### config.mk
export PLATFORM = sky130hd
export DESIGN_NAME = tx_fifo_flat
export DESIGN_NICKNAME = d
export VERILOG_FILES = /design/src/rtl/tx_fifo_if.sv /design/src/rtl/tx_fifo.sv /design/src/flat_wrapper.sv
export SDC_FILE = /design/constraint.sdc
export NUM_CORES = 1
export LEC_CHECK = 0
export ABC_CLOCK_PERIOD_IN_PS = 3100
export CORE_UTILIZATION = 35
export DETAILED_ROUTE_END_ITERATION = 16
export HOLD_SLACK_MARGIN = 0.05
export SLEW_MARGIN = 20
export SYNTH_ARGS = -nofsm -noshare
export SYNTH_HDL_FRONTEND = slang
export SYNTH_SLANG_ARGS = --single-unit
export TNS_END_PERCENT = 20
### constraint.sdc
create_clock -name Clk -period 3.1 [get_ports Clk]
set_input_delay 0.62 -clock Clk [delete_from_list [all_inputs] [get_ports Clk]]
set_output_delay 0.62 -clock Clk [all_outputs]
set_load 0.1 [all_outputs]
### src/rtl/tx_fifo_if.sv
// Handshake bundle between the byte writer (master) and the TX FIFO (slave).
// Error-flag signals exist only when TX_FIFO_ERR_FLAGS_EN is defined.
interface tx_fifo_if #(
    parameter int DATA_WIDTH = 8,
    parameter int ADDR_WIDTH = 4
);
    logic                  TxFfWrEn;
    logic [DATA_WIDTH-1:0] TxFfWrData;
    logic                  TxFfFull;
    logic                  TxFfRdEn;
    logic [DATA_WIDTH-1:0] TxFfRdData;
    logic                  TxFfEmpty;
    logic [ADDR_WIDTH:0]   TxFfCount;
`ifdef TX_FIFO_ERR_FLAGS_EN
    logic                  TxFfErrClr;
    logic                  TxFfOvf;
    logic                  TxFfUdf;

    modport master (
        output TxFfWrEn, TxFfWrData, TxFfRdEn, TxFfErrClr,
        input  TxFfFull, TxFfRdData, TxFfEmpty, TxFfCount, TxFfOvf, TxFfUdf
    );
    modport slave (
        input  TxFfWrEn, TxFfWrData, TxFfRdEn, TxFfErrClr,
        output TxFfFull, TxFfRdData, TxFfEmpty, TxFfCount, TxFfOvf, TxFfUdf
    );
`else
    modport master (
        output TxFfWrEn, TxFfWrData, TxFfRdEn,
        input  TxFfFull, TxFfRdData, TxFfEmpty, TxFfCount
    );
    modport slave (
        input  TxFfWrEn, TxFfWrData, TxFfRdEn,
        output TxFfFull, TxFfRdData, TxFfEmpty, TxFfCount
    );
`endif
endinterface

### src/rtl/tx_fifo.sv
// Single-clock byte FIFO feeding TxUART; optional sticky ovf/udf flags via TX_FIFO_ERR_FLAGS_EN.
// Latency: registered read data, visible the cycle after an accepted read; no fall-through.
// Backpressure: Full blocks writes (dropped), Empty blocks reads (RdData holds).
module tx_fifo #(
    parameter int DATA_WIDTH = 8,
    parameter int ADDR_WIDTH = 4
) (
    input logic     Clk,
    input logic     RstB,
    tx_fifo_if.slave ffIf
);
    localparam int                  DEPTH   = 1 << ADDR_WIDTH;
    localparam logic [ADDR_WIDTH:0] PTR_ONE = (ADDR_WIDTH+1)'(1);

    logic [DATA_WIDTH-1:0] mem [DEPTH];

    logic [ADDR_WIDTH:0]   wrPtr;
    logic [ADDR_WIDTH:0]   rdPtr;
    logic [ADDR_WIDTH:0]   wrPtrNxt;
    logic [ADDR_WIDTH:0]   rdPtrNxt;
    logic [ADDR_WIDTH:0]   count;
    logic [ADDR_WIDTH:0]   countNxt;
    logic                  full;
    logic                  empty;
    logic                  fullNxt;
    logic                  emptyNxt;
    logic [DATA_WIDTH-1:0] rdData;
    logic                  wrAccept;
    logic                  rdAccept;

    // Flags are registered, so acceptance always looks at last cycle's occupancy;
    // this is what makes write-on-empty and read-on-full resolve without fall-through.
    assign wrAccept = ffIf.TxFfWrEn && !full;
    assign rdAccept = ffIf.TxFfRdEn && !empty;

    always_comb begin
        wrPtrNxt = wrPtr;
        rdPtrNxt = rdPtr;
        countNxt = count;
        if (wrAccept) wrPtrNxt = wrPtr + PTR_ONE;
        if (rdAccept) rdPtrNxt = rdPtr + PTR_ONE;
        case ({wrAccept, rdAccept})
            2'b10:   countNxt = count + PTR_ONE;
            2'b01:   countNxt = count - PTR_ONE;
            default: countNxt = count;
        endcase
        emptyNxt = (wrPtrNxt == rdPtrNxt);
        fullNxt  = (wrPtrNxt[ADDR_WIDTH-1:0] == rdPtrNxt[ADDR_WIDTH-1:0]) &&
                   (wrPtrNxt[ADDR_WIDTH] != rdPtrNxt[ADDR_WIDTH]);
    end

    always_ff @(posedge Clk) begin
        if (RstB) begin
            wrPtr  <= '0;
            rdPtr  <= '0;
            count  <= '0;
            empty  <= 1'b1;
            full   <= 1'b0;
            rdData <= '0;
        end else begin
            wrPtr <= wrPtrNxt;
            rdPtr <= rdPtrNxt;
            count <= countNxt;
            empty <= emptyNxt;
            full  <= fullNxt;
            if (rdAccept) rdData <= mem[rdPtr[ADDR_WIDTH-1:0]];
        end
    end

    // Storage is deliberately not reset; pointer reset alone discards contents.
    always_ff @(posedge Clk) begin
        if (wrAccept && !RstB) mem[wrPtr[ADDR_WIDTH-1:0]] <= ffIf.TxFfWrData;
    end

    assign ffIf.TxFfFull   = full;
    assign ffIf.TxFfEmpty  = empty;
    assign ffIf.TxFfCount  = count;
    assign ffIf.TxFfRdData = rdData;

`ifdef TX_FIFO_ERR_FLAGS_EN
    logic ovf;
    logic udf;

    // Clear wins over a same-cycle set.
    always_ff @(posedge Clk) begin
        if (RstB || ffIf.TxFfErrClr) begin
            ovf <= 1'b0;
            udf <= 1'b0;
        end else begin
            if (ffIf.TxFfWrEn && full)  ovf <= 1'b1;
            if (ffIf.TxFfRdEn && empty) udf <= 1'b1;
        end
    end

    assign ffIf.TxFfOvf = ovf;
    assign ffIf.TxFfUdf = udf;
`endif
endmodule
### src/flat_wrapper.sv
// flat-port wrapper written by rule: the top's interface ports become plain ports
module tx_fifo_flat 
#(
    parameter int DATA_WIDTH = 8,
    parameter int ADDR_WIDTH = 4
)
  (Clk, RstB, ffIf_TxFfWrEn, ffIf_TxFfWrData, ffIf_TxFfRdEn, ffIf_TxFfFull, ffIf_TxFfRdData, ffIf_TxFfEmpty, ffIf_TxFfCount);
  tx_fifo_if #(.DATA_WIDTH(DATA_WIDTH), .ADDR_WIDTH(ADDR_WIDTH)) ffIf_i ();
  input logic Clk;
  input logic RstB;
  input wire logic [$bits(ffIf_i.TxFfWrEn)-1:0] ffIf_TxFfWrEn;
  input wire logic [$bits(ffIf_i.TxFfWrData)-1:0] ffIf_TxFfWrData;
  input wire logic [$bits(ffIf_i.TxFfRdEn)-1:0] ffIf_TxFfRdEn;
  output wire logic [$bits(ffIf_i.TxFfFull)-1:0] ffIf_TxFfFull;
  output wire logic [$bits(ffIf_i.TxFfRdData)-1:0] ffIf_TxFfRdData;
  output wire logic [$bits(ffIf_i.TxFfEmpty)-1:0] ffIf_TxFfEmpty;
  output wire logic [$bits(ffIf_i.TxFfCount)-1:0] ffIf_TxFfCount;
  assign ffIf_i.TxFfWrEn = ffIf_TxFfWrEn;
  assign ffIf_i.TxFfWrData = ffIf_TxFfWrData;
  assign ffIf_i.TxFfRdEn = ffIf_TxFfRdEn;
  assign ffIf_TxFfFull = ffIf_i.TxFfFull;
  assign ffIf_TxFfRdData = ffIf_i.TxFfRdData;
  assign ffIf_TxFfEmpty = ffIf_i.TxFfEmpty;
  assign ffIf_TxFfCount = ffIf_i.TxFfCount;
  tx_fifo #(.DATA_WIDTH(DATA_WIDTH), .ADDR_WIDTH(ADDR_WIDTH)) u_core (.Clk(Clk), .RstB(RstB), .ffIf(ffIf_i));
endmodule
# Word level (Yosys, flattened, before mapping)
# Memories as Yosys holds them, arrays and structs flattened. A register that Yosys moved wholly into a read port is not among the register bits.
# Index checks and enable logic that the tools add are counted.
[totals]
out_inout_bits = 15
mem_bits_rw = 128
in_bits = 12
mem_count = 1
reg_bits = 17
word_cells = 28
[classes]
mux = 5
n_addsub = 4
n_reduce_logical = 8
eq_ne = 5
[mem_list]
columns = ["name", "words", "width", "rd", "rd_clocked_by_memory_dff", "write_ports", "line_no", "rtl"]
rows = [
  ["u_core.mem", 16, 8, 1, 1, 1, "tx_fifo.sv:15", "logic [DATA_WIDTH-1:0] mem [DEPTH];"],
]
[op_table]
columns = ["cell", "n"]
rows = [
  ["adder 5 x 1 -> 5 bit (second input constant)", 3],
  ["2-to-1 mux 5 bit", 2],
  ["one-hot mux 5 bit (2 select lines)", 1],
  ["== test 5 bit", 1],
  ["subtractor 5 x 1 -> 5 bit (second input constant)", 1],
  ["== test 4 bit", 1],
  ["logical AND 1 bit", 4],
  ["zero test 1 bit", 3],
  ["== test 2 x 1 -> 1 bit (second input constant)", 1],
  ["== test 2 bit (second input constant)", 1],
  ["2-to-1 mux 1 bit", 2],
  ["nonzero test 2 bit", 1],
  ["inequality test 1 bit", 1],
]

# Depth between registers and ports, before layout
# Gate-level depths: netlist (run 1).
[logic_depth]
word_depth = 5
mapped_depth = 11
ltp_nobuf = 10

# Worst setup path before layout (run 1)
# OpenSTA, ideal clock, no wires.
[synth_timing]
kind = "register to register"
start = "register u_core.empty (netlist: u_core.ffIf.TxFfEmpty)"
end = "register u_core.count[4] (netlist: u_core.ffIf.TxFfCount[4])"
period_less_slack_ns = 2.940
path_slack_ns = 0.160
required_time_ns = 3.030
path_buffers = 1
setup_time_ns = 0.070
stages_incl_launch_ff = 12
arrival_time_ns = 2.870
cell_sequence = "dfxtp_1 -> nand2b_1 -> clkinv_1 -> ha_1 -> buf_4 -> xor2_1 -> ha_1 -> o21a_1 -> o21ai_0 -> a2bb2oi_1 -> or3_1 -> a21oi_1"
[synth_between]
elab_chain_len = 4
elab_cells_between_ends = 6
classes_between = "eq/ne: 2; mux: 1; reduce/logical: 3"
[synth_lines]
columns = ["item", "line_no", "rtl"]
rows = [
  ["start, declared", "tx_fifo.sv:24", "logic empty;"],
  ["start signal, assigned", "tx_fifo.sv:64", "empty <= emptyNxt;"],
  ["zero test 1 bit *", "tx_fifo.sv:34", "assign rdAccept = ffIf.TxFfRdEn && !empty;"],
  ["logical AND 1 bit *", "tx_fifo.sv:34", ""],
  ["== test 2 x 1 -> 1 bit / == test 2 bit (equally long branches)", "tx_fifo.sv:42", "case ({wrAccept, rdAccept})"],
  ["one-hot mux 5 bit (2 select lines) / nonzero test 2 bit (equally long branches)", "n/a", ""],
  ["end signal, assigned", "tx_fifo.sv:63", "count <= countNxt;"],
  ["end, declared", "tx_fifo.sv:21", "logic [ADDR_WIDTH:0] count;"],
]
# Every way passes the cells marked *; elsewhere a longest branch is shown, timed or not.
# A chain may end at the register's enable or synchronous reset.

# Worst setup path in the final report (run 1)
[layout_timing]
start = "input ffIf_TxFfWrEn"
end = "register u_core.count[4] (netlist: u_core.ffIf.TxFfCount[4])"
[layout_between]
elab_chain_len = 3
elab_cells_between_ends = 5
classes_between = "eq/ne: 2; mux: 1; reduce/logical: 2"
[layout_lines]
columns = ["item", "line_no", "rtl"]
rows = [
  ["start, declared", "flat_wrapper.sv:11", "input wire logic [$bits(ffIf_i.TxFfWrEn)-1:0] ffIf_TxFfWrEn;"],
  ["logical AND 1 bit *", "tx_fifo.sv:33", "assign wrAccept = ffIf.TxFfWrEn && !full;"],
  ["== test 2 x 1 -> 1 bit / == test 2 bit (equally long branches)", "tx_fifo.sv:42", ""],
  ["one-hot mux 5 bit (2 select lines) / nonzero test 2 bit (equally long branches)", "n/a", ""],
]
# Marks and branches as above.

==> results of run 1 <==
layout make-up:
cell class,instances,area [um^2],share of cell area
Timing Repair Buffer,52,430,0.0585
Clock buffer,22,464,0.0631
Clock inverter,10,141,0.0192
Multi-Input combinational cell,174,1670,0.227
Inverter,5,18.8,0.00255
Sequential cell,153,4350,0.591
Tap cell,225,282,0.0383
worst paths after layout:
kind | end | slack (ps) | cells past startpoint
max | u_core.ffIf.TxFfCount[4]$_SDFFE_PP0P_ | 610 | 11
min | u_core.ffIf.TxFfCount[4]$_SDFFE_PP0P_ | 490 | 2
max reg2reg | u_core.ffIf.TxFfRdData[2]$_SDFFE_PP0N_ | 980 | 6
min reg2reg | u_core.ffIf.TxFfCount[4]$_SDFFE_PP0P_ | 490 | 2
cell families after synthesis:
logic type | after synthesis
flip-flops | 153
AND/OR/NAND/NOR | 68
AO/OA/AOI/OAI | 46
multiplexers | 35
buffers and inverters | 24
XOR/XNOR | 17
adder cells (fa/ha/maj) | 8
routing by layer:
| metal | share of wire | wire (um) | global-route usage |
|---|---|---|---|
| met5 | 0 | 0 | 0 |
| met3 | 0.057 | 699 | 0.0390 |
| met2 | 0.48 | 5950 | 0.227 |
| met4 | 0.0071 | 87 | 0.0431 |
| met1 | 0.45 | 5560 | 0.197 |
worst max-delay path, cell delays in order:
cell and delay (ps):
clkdlybuf4s50_1 480, nor2b_1 180, inv_1 80, ha_1 220, xor2_1 150, ha_1 210
o21a_1 170, o21ai_0 190, a2bb2oi_1 100, or3_1 300, a21oi_1 130
state kept, by name, indices dropped and copies added, names as in the netlist:
name and count:
u_core.mem 128, u_core.rdPtr 5, u_core.ffIf.TxFfEmpty 1, u_core.ffIf.TxFfRdData 8, u_core.wrPtr 5, u_core.ffIf.TxFfFull 1
u_core.ffIf.TxFfCount 5
synthesized netlist by cell type (5+ instances only):
cell type  count
xnor2_1        5
buf_2          6
a21oi_1       20
mux4_1        17
a22oi_1       16
edfxtp_1     128
dfxtp_1       25
ha_1           8
mux4_2        15
xor2_1        12
nand2_1        5
clkbuf_1       5
nor2_1        39
where the power goes:
part,internal (W),switching [W]
registers,0.00227,0.0000529
clock network,0.00131,0.000789
logic,0.000216,0.000384
layout by cell type, fill, tap and decap left out, types with 4 or more instances in the layout:
cell | netlist | layout
o21ai_0 | 4 | 4
clkdlybuf4s50_1 | 0 | 11
nand4_1 | 4 | 4
nand3b_1 | 4 | 4
buf_4 | 2 | 40
mux4_2 | 15 | 15
mux4_1 | 17 | 17
inv_1 | 4 | 4
nor2_1 | 39 | 39
a22oi_1 | 16 | 16
nand2_1 | 5 | 5
ha_1 | 8 | 8
dfxtp_1 | 25 | 24
a21oi_1 | 20 | 20
xnor2_1 | 5 | 5
clkbuf_16 | 0 | 17
edfxtp_1 | 128 | 128
xor2_1 | 12 | 12
stage by stage:
| stage | worst slack (ps) | instance area (um^2) | hold slack [ps] | std cells | power [W] |
|---|---|---|---|---|---|
| after floorplan | 160 | 6170 | 485 | 351 | 0.00283 |
| after global placement | 268 | 6750 | 474 | 609 | 0.00296 |
| after detailed placement | 206 | 6750 | 483 | 609 | 0.00297 |
| after CTS | 642 | 7350 | 491 | 641 | 0.00507 |
| after global routing | 401 | 7350 | 528 | 641 | 0.00519 |
| final | 610 | 7350 | 487 | 641 | 0.00503 |
==> results.json, run 1 <==
{
  "outcome": "finished clean",
  "grt_antenna_before_repair": 0,
  "critPathLaunch": "ffIf_TxFfWrEn",
  "drive_above_1_share": 0.207,
  "maxSlewViolCount": 0,
  "powerDensity_mw_per_mm2": 684,
  "ios": 27,
  "viasPerCell": 5.16,
  "clk_pin_slew_ps": 60,
  "crit_path_end_kind": "flip-flop",
  "drt_iter0_drc": 195,
  "synth_compound_area_frac": 0.0467,
  "finalSetupTns_ps": 0,
  "vias": 3307,
  "clock-sinks": 153,
  "die_h_um": 135,
  "drt_wl_total_um": 12300,
  "gp_congestion": 0.830,
  "synth_seq_cells": 153,
  "synth.distinct_cells": 38,
  "yosysSeqAreaShare": 0.705,
  "post-route-min-period_ps": 2490,
  "die_x_um": 135,
  "yosys_warnings": 0,
  "htree_levels": 4,
  "tritoncts": "yes",
  "finalSetupViolations": 0,
  "max_freq_mhz": 402,
  "ctsHoldBuffers": 0,
  "insertion_delay_ps": 410,
  "coreArea_mm2": 0.0172,
  "synth_ff_type": "edfxtp_1",
  "cts_root_buffer": "clkbuf_16",
  "worst_setup_path_start_kind": "input pin",
  "grt_pass1_wl_um": 18900,
  "p_leak_nw": 2.47,
  "crit_type": "in -> reg",
  "hpwlAfterDp_um": 7790,
  "rows": 48,
  "synth_edf_count": 128,
  "synth_top_family_by_area": "multiplexers",
  "grt_pass1_vias": 3274,
  "syn_inst": 351,
  "worstPathArrival_ps": 2840,
  "syn_avg_cell_area_um2": 17.6,
  "cp_max_fo": 3,
  "cap_violations": 0,
  "clockBufferDepth": 2,
  "route.detailed.drc": 0,
  "synth_top_area_frac": 0.623,
  "synth_fa_ha_area_frac": 0.0162,
  "hp-start": "u_core.ffIf.TxFfCount[4]$_SDFFE_PP0P_",
  "hold_path.class": "reg -> reg",
  "cp.required_ps": 3450,
  "vdd_ir_drop_max_v": 0.000455,
  "r2r-start": "u_core.rdPtr[0]$_SDFF_PP0_",
  "final_util": 0.427,
  "drtPass1Iterations": 5,
  "overflow": 0,
  "synthTopCellsByArea": "edfxtp_1 62%, dfxtp_1 8.1%, mux4_1 7.2%",
  "relSlewSlack": 0.470,
  "cts_resized": 0,
  "fin_skew_ps": 7.15,
  "fin_crit_sh": 0.803,
  "nets": 423,
  "antenna_left": 0,
  "syn_area_mm2": 0.00617,
  "grt_max_degree": 36,
  "cts_inserted_buffers": 17,
  "synth_fp_nets": 371,
  "synthSimpleGateAreaFrac": 0.0522,
  "io_buffers": 26,
  "dieArea_mm2": 0.0182,
  "wl_per_cell_um": 19.2,
  "async_flop_share": 0,
  "synth_area_leader_cell": "edfxtp_1",
  "worst_slew_pin_slew_ps": 794,
  "rsz0062_at_grt": "no",
  "synth_xor_area_frac": 0.0241,
  "synth.area.mux_share": 0.132,
  "track_usage": 0.145,
  "hold_violations": 0,
  "initial_utilization": 0.358,
  "antennaDiodeCount": 0,
  "area_delta_synth_final_pct": 19.3,
  "postCtsSetupBuffers": 0,
  "fill_cells": 1492
}
Power figures use the tool's default switching activity.
==> inputs of run 2 (changes only) <==
--- a/config.mk
+++ b/config.mk
@@ -5,7 +5,7 @@
 export SDC_FILE = /design/constraint.sdc
 export NUM_CORES = 1
 export LEC_CHECK = 0
-export ABC_CLOCK_PERIOD_IN_PS = 3100
+export ABC_CLOCK_PERIOD_IN_PS = 2400
 export CORE_UTILIZATION = 35
 export DETAILED_ROUTE_END_ITERATION = 16
 export HOLD_SLACK_MARGIN = 0.05
==> constraint.sdc (replaced) <==
create_clock -name Clk -period 2.4 [get_ports Clk]
set_input_delay 0.48 -clock Clk [delete_from_list [all_inputs] [get_ports Clk]]
set_output_delay 0.48 -clock Clk [all_outputs]
set_load 0.1 [all_outputs]
==> run 2 against run 1 <==
Count of clock-buffer cells in the layout shrank 5. First-iteration DRC count grew 48%. Total power grew 26%. Critical endpoint unchanged. Largest power group unchanged.
==> results.json, run 2 (same netlist as run 1, synthesis figures left out) <==
{
  "grt_pass1_wl_um": 18400,
  "finalSetupViolations": 0,
  "largest_reg_flops": 128,
  "cap_violations": 0,
  "hold_path.class": "reg -> reg",
  "outcome": "finished clean",
  "tritoncts": "yes",
  "crit_type": "in -> reg",
  "cp_max_fo": 3,
  "ctsHoldBuffers": 0,
  "slowest_stage": "clkdlybuf4s50_1",
  "clockBufferDepth": 2,
  "final_util": 0.428,
  "nets": 428,
  "cp.required_ps": 2750,
  "worstPathArrival_ps": 2600,
  "initial_utilization": 0.358,
  "rows": 48,
  "io_buffers": 26,
  "fin_skew_ps": 22.6,
  "antenna_left": 0,
  "final_cell_mix": "128 x edfxtp_1, 44 x buf_4, 39 x nor2_1, 22 x dfxtp_1, 20 x a21oi_1",
  "postCtsSetupBuffers": 0,
  "drtPass1Iterations": 5,
  "gp_congestion": 0.803,
  "drt_iter0_drc": 289,
  "wl_per_cell_um": 18.5,
  "area_delta_synth_final_pct": 19.8,
  "worst_slew_pin_slew_ps": 692,
  "dieArea_mm2": 0.0182,
  "die_x_um": 135,
  "final_common_cell": "edfxtp_1",
  "critPathMaxStageDelay_ps": 470,
  "dr_wl_met2_um": 5990,
  "cts_resized": 0,
  "cts_root_buffer": "clkbuf_16",
  "relSlewSlack": 0.537,
  "grt_antenna_before_repair": 0,
  "fin_crit_sh": 0.937,
  "route.detailed.drc": 0,
  "drive_above_1_share": 0.238,
  "hold_violations": 0,
  "clk_pin_slew_ps": 60,
  "overflow": 0,
  "p_leak_nw": 2.49,
  "wl_met1_um": 5030,
  "met3WireLength_um": 874,
  "path_cells": "clkdlybuf4s50_1 -> nor2b_2 -> inv_1 -> ha_1 -> xor2_1 -> ha_2 -> o21a_1 -> o21ai_1 -> a2bb2oi_1 -> or3_1 -> a21oi_1",
  "worst_setup_path_start_kind": "input pin",
  "post-route-min-period_ps": 2250,
  "powerDensity_mw_per_mm2": 856,
  "clock-sinks": 153,
  "hpwlAfterDp_um": 7460,
  "antennaDiodeCount": 0,
  "holdWs_ps": 500,
  "grt_pass1_vias": 3312,
  "die_h_um": 135,
  "ios": 27,
  "maxSlewViolCount": 0,
  "vias": 3218,
  "coreArea_mm2": 0.0172,
  "max_freq_mhz": 445,
  "track_usage": 0.142,
  "viasPerCell": 4.98,
  "cts_inserted_buffers": 17,
  "htree_levels": 4,
  "drt_wl_total_um": 12000,
  "grt_max_degree": 36,
  "insertion_delay_ps": 430,
  "top_layer_used": "met4",
  "rsz0062_at_grt": "no",
  "vdd_ir_drop_max_v": 0.000655,
  "crit_path_end_kind": "flip-flop"
}
run 2: changes by cell type in the layout (fill, tap and decap cells not counted), moves of 2 or more:
cell	delta
buf_4	+4
bufinv_16	-2
clkbuf_1	-3
clkbuf_8	-2
clkinv_2	+2
clkinv_4	+3
dfxtp_1	-2
inv_8	+2
run 2: area by class of cell:
type | instances | area (um^2)
Fill cell | 1516 | 9850
Sequential cell | 153 | 4350
Multi-Input combinational cell | 174 | 1690
Timing Repair Buffer | 57 | 480
Clock buffer | 17 | 425
Tap cell | 225 | 282
Clock inverter | 15 | 143
Inverter | 5 | 20.0
run 2: where the power goes:
part | internal [W] | switching [W] | total, W
sequential | 0.00294 | 0.0000491 | 0.00299
combinational | 0.000292 | 0.000510 | 0.000803
clock | 0.00144 | 0.00109 | 0.00254
run 2: worst max-delay path, delay by kind of cell:
| family | cells | cell delay (ps) |
|---|---|---|
| simple gates | 2 | 450 |
| xor+xnor | 1 | 160 |
| buf+inv | 2 | 530 |
| compound gates | 4 | 550 |
| fa+ha+maj | 2 | 420 |
run 2: final timing paths:
kind | startpoint | to | slack (ps) | cells past startpoint
max | ffIf_TxFfWrEn | u_core.ffIf.TxFfCount[4]$_SDFFE_PP0P_ | 150 | 11
min | u_core.ffIf.TxFfRdData[4]$_SDFFE_PP0N_ | u_core.ffIf.TxFfRdData[4]$_SDFFE_PP0N_ | 500 | 2
max reg2reg | u_core.ffIf.TxFfFull$_SDFF_PP0_ | u_core.ffIf.TxFfCount[4]$_SDFFE_PP0P_ | 390 | 10
min reg2reg | u_core.ffIf.TxFfRdData[4]$_SDFFE_PP0N_ | u_core.ffIf.TxFfRdData[4]$_SDFFE_PP0N_ | 500 | 2
run 2: per-stage QoR:
stage                     worst slack (ps)  total power [W]  instance area, um^2  instances  setup TNS [ps]
after detailed placement              -361          0.00386                 6820        614            -763
after global routing                  28.0          0.00655                 7390        646               0
after CTS                             65.2          0.00641                 7380        646               0
after global placement                -240          0.00384                 6820        614            -499
after floorplan                       22.1          0.00366                 6180        351               0
final                                  151          0.00633                 7390        646               0
run 2: layer usage:
metal | vias to the layer above | track usage
met2 | 88 | 0.233
li1 | 1510 | -
met3 | 4 | 0.0417
met5 | - | 0
met1 | 1616 | 0.181
met4 | 0 | 0.0456
==> inputs of run 3 (changes only) <==
--- a/config.mk
+++ b/config.mk
@@ -5,7 +5,8 @@
 export SDC_FILE = /design/constraint.sdc
 export NUM_CORES = 1
 export LEC_CHECK = 0
-export ABC_CLOCK_PERIOD_IN_PS = 2400
+export ABC_CLOCK_PERIOD_IN_PS = 2700
+export CORE_MARGIN = 5
 export CORE_UTILIZATION = 35
 export DETAILED_ROUTE_END_ITERATION = 16
 export HOLD_SLACK_MARGIN = 0.05
==> constraint.sdc (replaced) <==
create_clock -name Clk -period 2.7 [get_ports Clk]
set_input_delay 0.54 -clock Clk [delete_from_list [all_inputs] [get_ports Clk]]
set_output_delay 0.54 -clock Clk [all_outputs]
set_load 0.1 [all_outputs]
==> run 3 against run 2 <==
Clock power shrank 11%. Count of clock-buffer cells in the layout up 1. Core utilization down 0.40 points. Worst hold slack got worse by 8.6 ps. Via count grew 2.4%. Combinational power decreased by 12%. Total power shrank 11%. Global-route usage fell by 1.3 points. Clock skew fell by 6.1 ps. Die area rose by 12%. Highest routed layer unchanged.
==> results.json, run 3 (same netlist as run 1, synthesis figures left out) <==
{
  "track_usage": 0.130,
  "crit_type": "in -> reg",
  "r2r-start": "u_core.rdPtr[0]$_SDFF_PP0_",
  "gp_congestion": 0.743,
  "drtPass1Iterations": 5,
  "nets": 426,
  "drive_above_1_share": 0.222,
  "wl_per_cell_um": 19.4,
  "grt_max_degree": 36,
  "cts_root_buffer": "clkbuf_16",
  "drt_iter0_drc": 250,
  "path_cells": "clkdlybuf4s50_1 -> nor2b_1 -> inv_1 -> ha_1 -> xor2_1 -> ha_1 -> buf_4 -> a31oi_1 -> xor2_1 -> or3_1 -> a21oi_1",
  "final_common_cell": "edfxtp_1",
  "hold_path.class": "reg -> reg",
  "fin_area_mm2": 0.00734,
  "maxSlewViolCount": 0,
  "reg2reg_slack_ps": 550,
  "post-route-min-period_ps": 2370,
  "ios": 27,
  "die_h_um": 143,
  "r2r-end": "u_core.ffIf.TxFfRdData[0]$_SDFFE_PP0N_",
  "crit_end": "u_core.ffIf.TxFfCount[2]$_SDFFE_PP0P_",
  "cp_max_fo": 2,
  "insertion_delay_ps": 420,
  "coreArea_mm2": 0.0173,
  "grt_pass1_vias": 3435,
  "p_leak_nw": 2.47,
  "reg2regPathDepth": 6,
  "vdd_ir_drop_max_v": 0.000550,
  "io_buffers": 26,
  "critPathMaxStageDelay_ps": 490,
  "finalSetupTns_ps": 0,
  "critPathLaunch": "ffIf_TxFfWrEn",
  "placed_area_mm2": 0.00677,
  "cts_inserted_buffers": 17,
  "tritoncts": "yes",
  "path_buf_inv": 3,
  "cap_violations": 0,
  "drt_wl_total_um": 12500,
  "outcome": "finished clean",
  "ctsHoldBuffers": 0,
  "clockBufferDepth": 2,
  "fin_skew_ps": 16.5,
  "clock-sinks": 153,
  "die_x_um": 143,
  "cts_resized": 0,
  "clk_pin_slew_ps": 60,
  "finalSetupViolations": 0,
  "viasPerCell": 5.12,
  "antennaDiodeCount": 0,
  "largest_reg_flops": 128,
  "slowest_stage": "clkdlybuf4s50_1",
  "antenna_left": 0,
  "hold_violations": 0,
  "rsz0062_at_grt": "no",
  "route.detailed.drc": 0,
  "postCtsSetupBuffers": 0,
  "htree_levels": 4,
  "overflow": 0,
  "area_delta_synth_final_pct": 19.1,
  "worst_slew_pin_slew_ps": 809,
  "fin_crit_sh": 0.879,
  "path_depth": 11,
  "worstPathArrival_ps": 2730,
  "vias": 3295,
  "grt_antenna_before_repair": 0,
  "grt_pass1_wl_um": 19400,
  "dieArea_mm2": 0.0204,
  "crit_path_end_kind": "flip-flop",
  "hpwlAfterDp_um": 8060,
  "layoutNonFillerInstCount": 644,
  "initial_utilization": 0.356,
  "cp.required_ps": 3050,
  "powerDensity_mw_per_mm2": 768,
  "worst_setup_path_start_kind": "input pin",
  "cp_top_family": "buffers and inverters",
  "max_freq_mhz": 421,
  "final_cell_mix": "128 x edfxtp_1, 43 x buf_4, 39 x nor2_1, 23 x dfxtp_1, 20 x a21oi_1",
  "relSlewSlack": 0.459,
  "rows": 48,
  "dp_cells": 612
}
[run 3: worst min-delay path by stage]
stage	start	cells after the start	endpoint
after floorplan	u_core.wrPtr[4]$_SDFF_PP0_	2	u_core.wrPtr[4]$_SDFF_PP0_
after global placement	u_core.ffIf.TxFfRdData[2]$_SDFFE_PP0N_	2	u_core.ffIf.TxFfRdData[2]$_SDFFE_PP0N_
after detailed placement	u_core.ffIf.TxFfCount[4]$_SDFFE_PP0P_	2	u_core.ffIf.TxFfCount[4]$_SDFFE_PP0P_
after CTS	u_core.ffIf.TxFfCount[4]$_SDFFE_PP0P_	2	u_core.ffIf.TxFfCount[4]$_SDFFE_PP0P_
after global routing	u_core.ffIf.TxFfCount[4]$_SDFFE_PP0P_	2	u_core.ffIf.TxFfCount[4]$_SDFFE_PP0P_
final	u_core.ffIf.TxFfCount[4]$_SDFFE_PP0P_	2	u_core.ffIf.TxFfCount[4]$_SDFFE_PP0P_
[run 3: worst register-to-register path, stage by stage, from the launching register on]
cell     delay [ps]
dfxtp_2         560
buf_4           290
mux4_1          580
a22oi_1         260
a21oi_1         150
a21oi_1         130
nor2_1           50
[run 3: where the power goes]
part           switching [W]  internal [W]
sequential         0.0000559       0.00261
clock               0.000970       0.00129
combinational       0.000454      0.000256
[run 3: cell type report]
type | instances | area [um^2]
clock buffers | 18 | 429
fillers | 1574 | 9950
repair buffers | 55 | 453
flip-flops and latches | 153 | 4350
multi-input cells | 174 | 1670
clock inverters | 14 | 140
inverters | 5 | 18.8
well taps | 225 | 282
[run 3: layer usage]
layer | GRT usage | routed length, um
met1 | 0.171 | 5430
met2 | 0.210 | 6250
met3 | 0.0378 | 673
met4 | 0.0395 | 113
met5 | 0 | 0
[run 3: metrics by stage]
stage	setup slack, ps	hold WS, ps	utilization	power (W)
finish	327	491	0.424	0.00564
global route	204	525	0.424	0.00586
CTS	362	495	0.424	0.00571
detailed placement	-63.4	484	0.392	0.00343
global placement	-10.8	468	0.392	0.00341
floorplan	50.3	485	-	0.00325
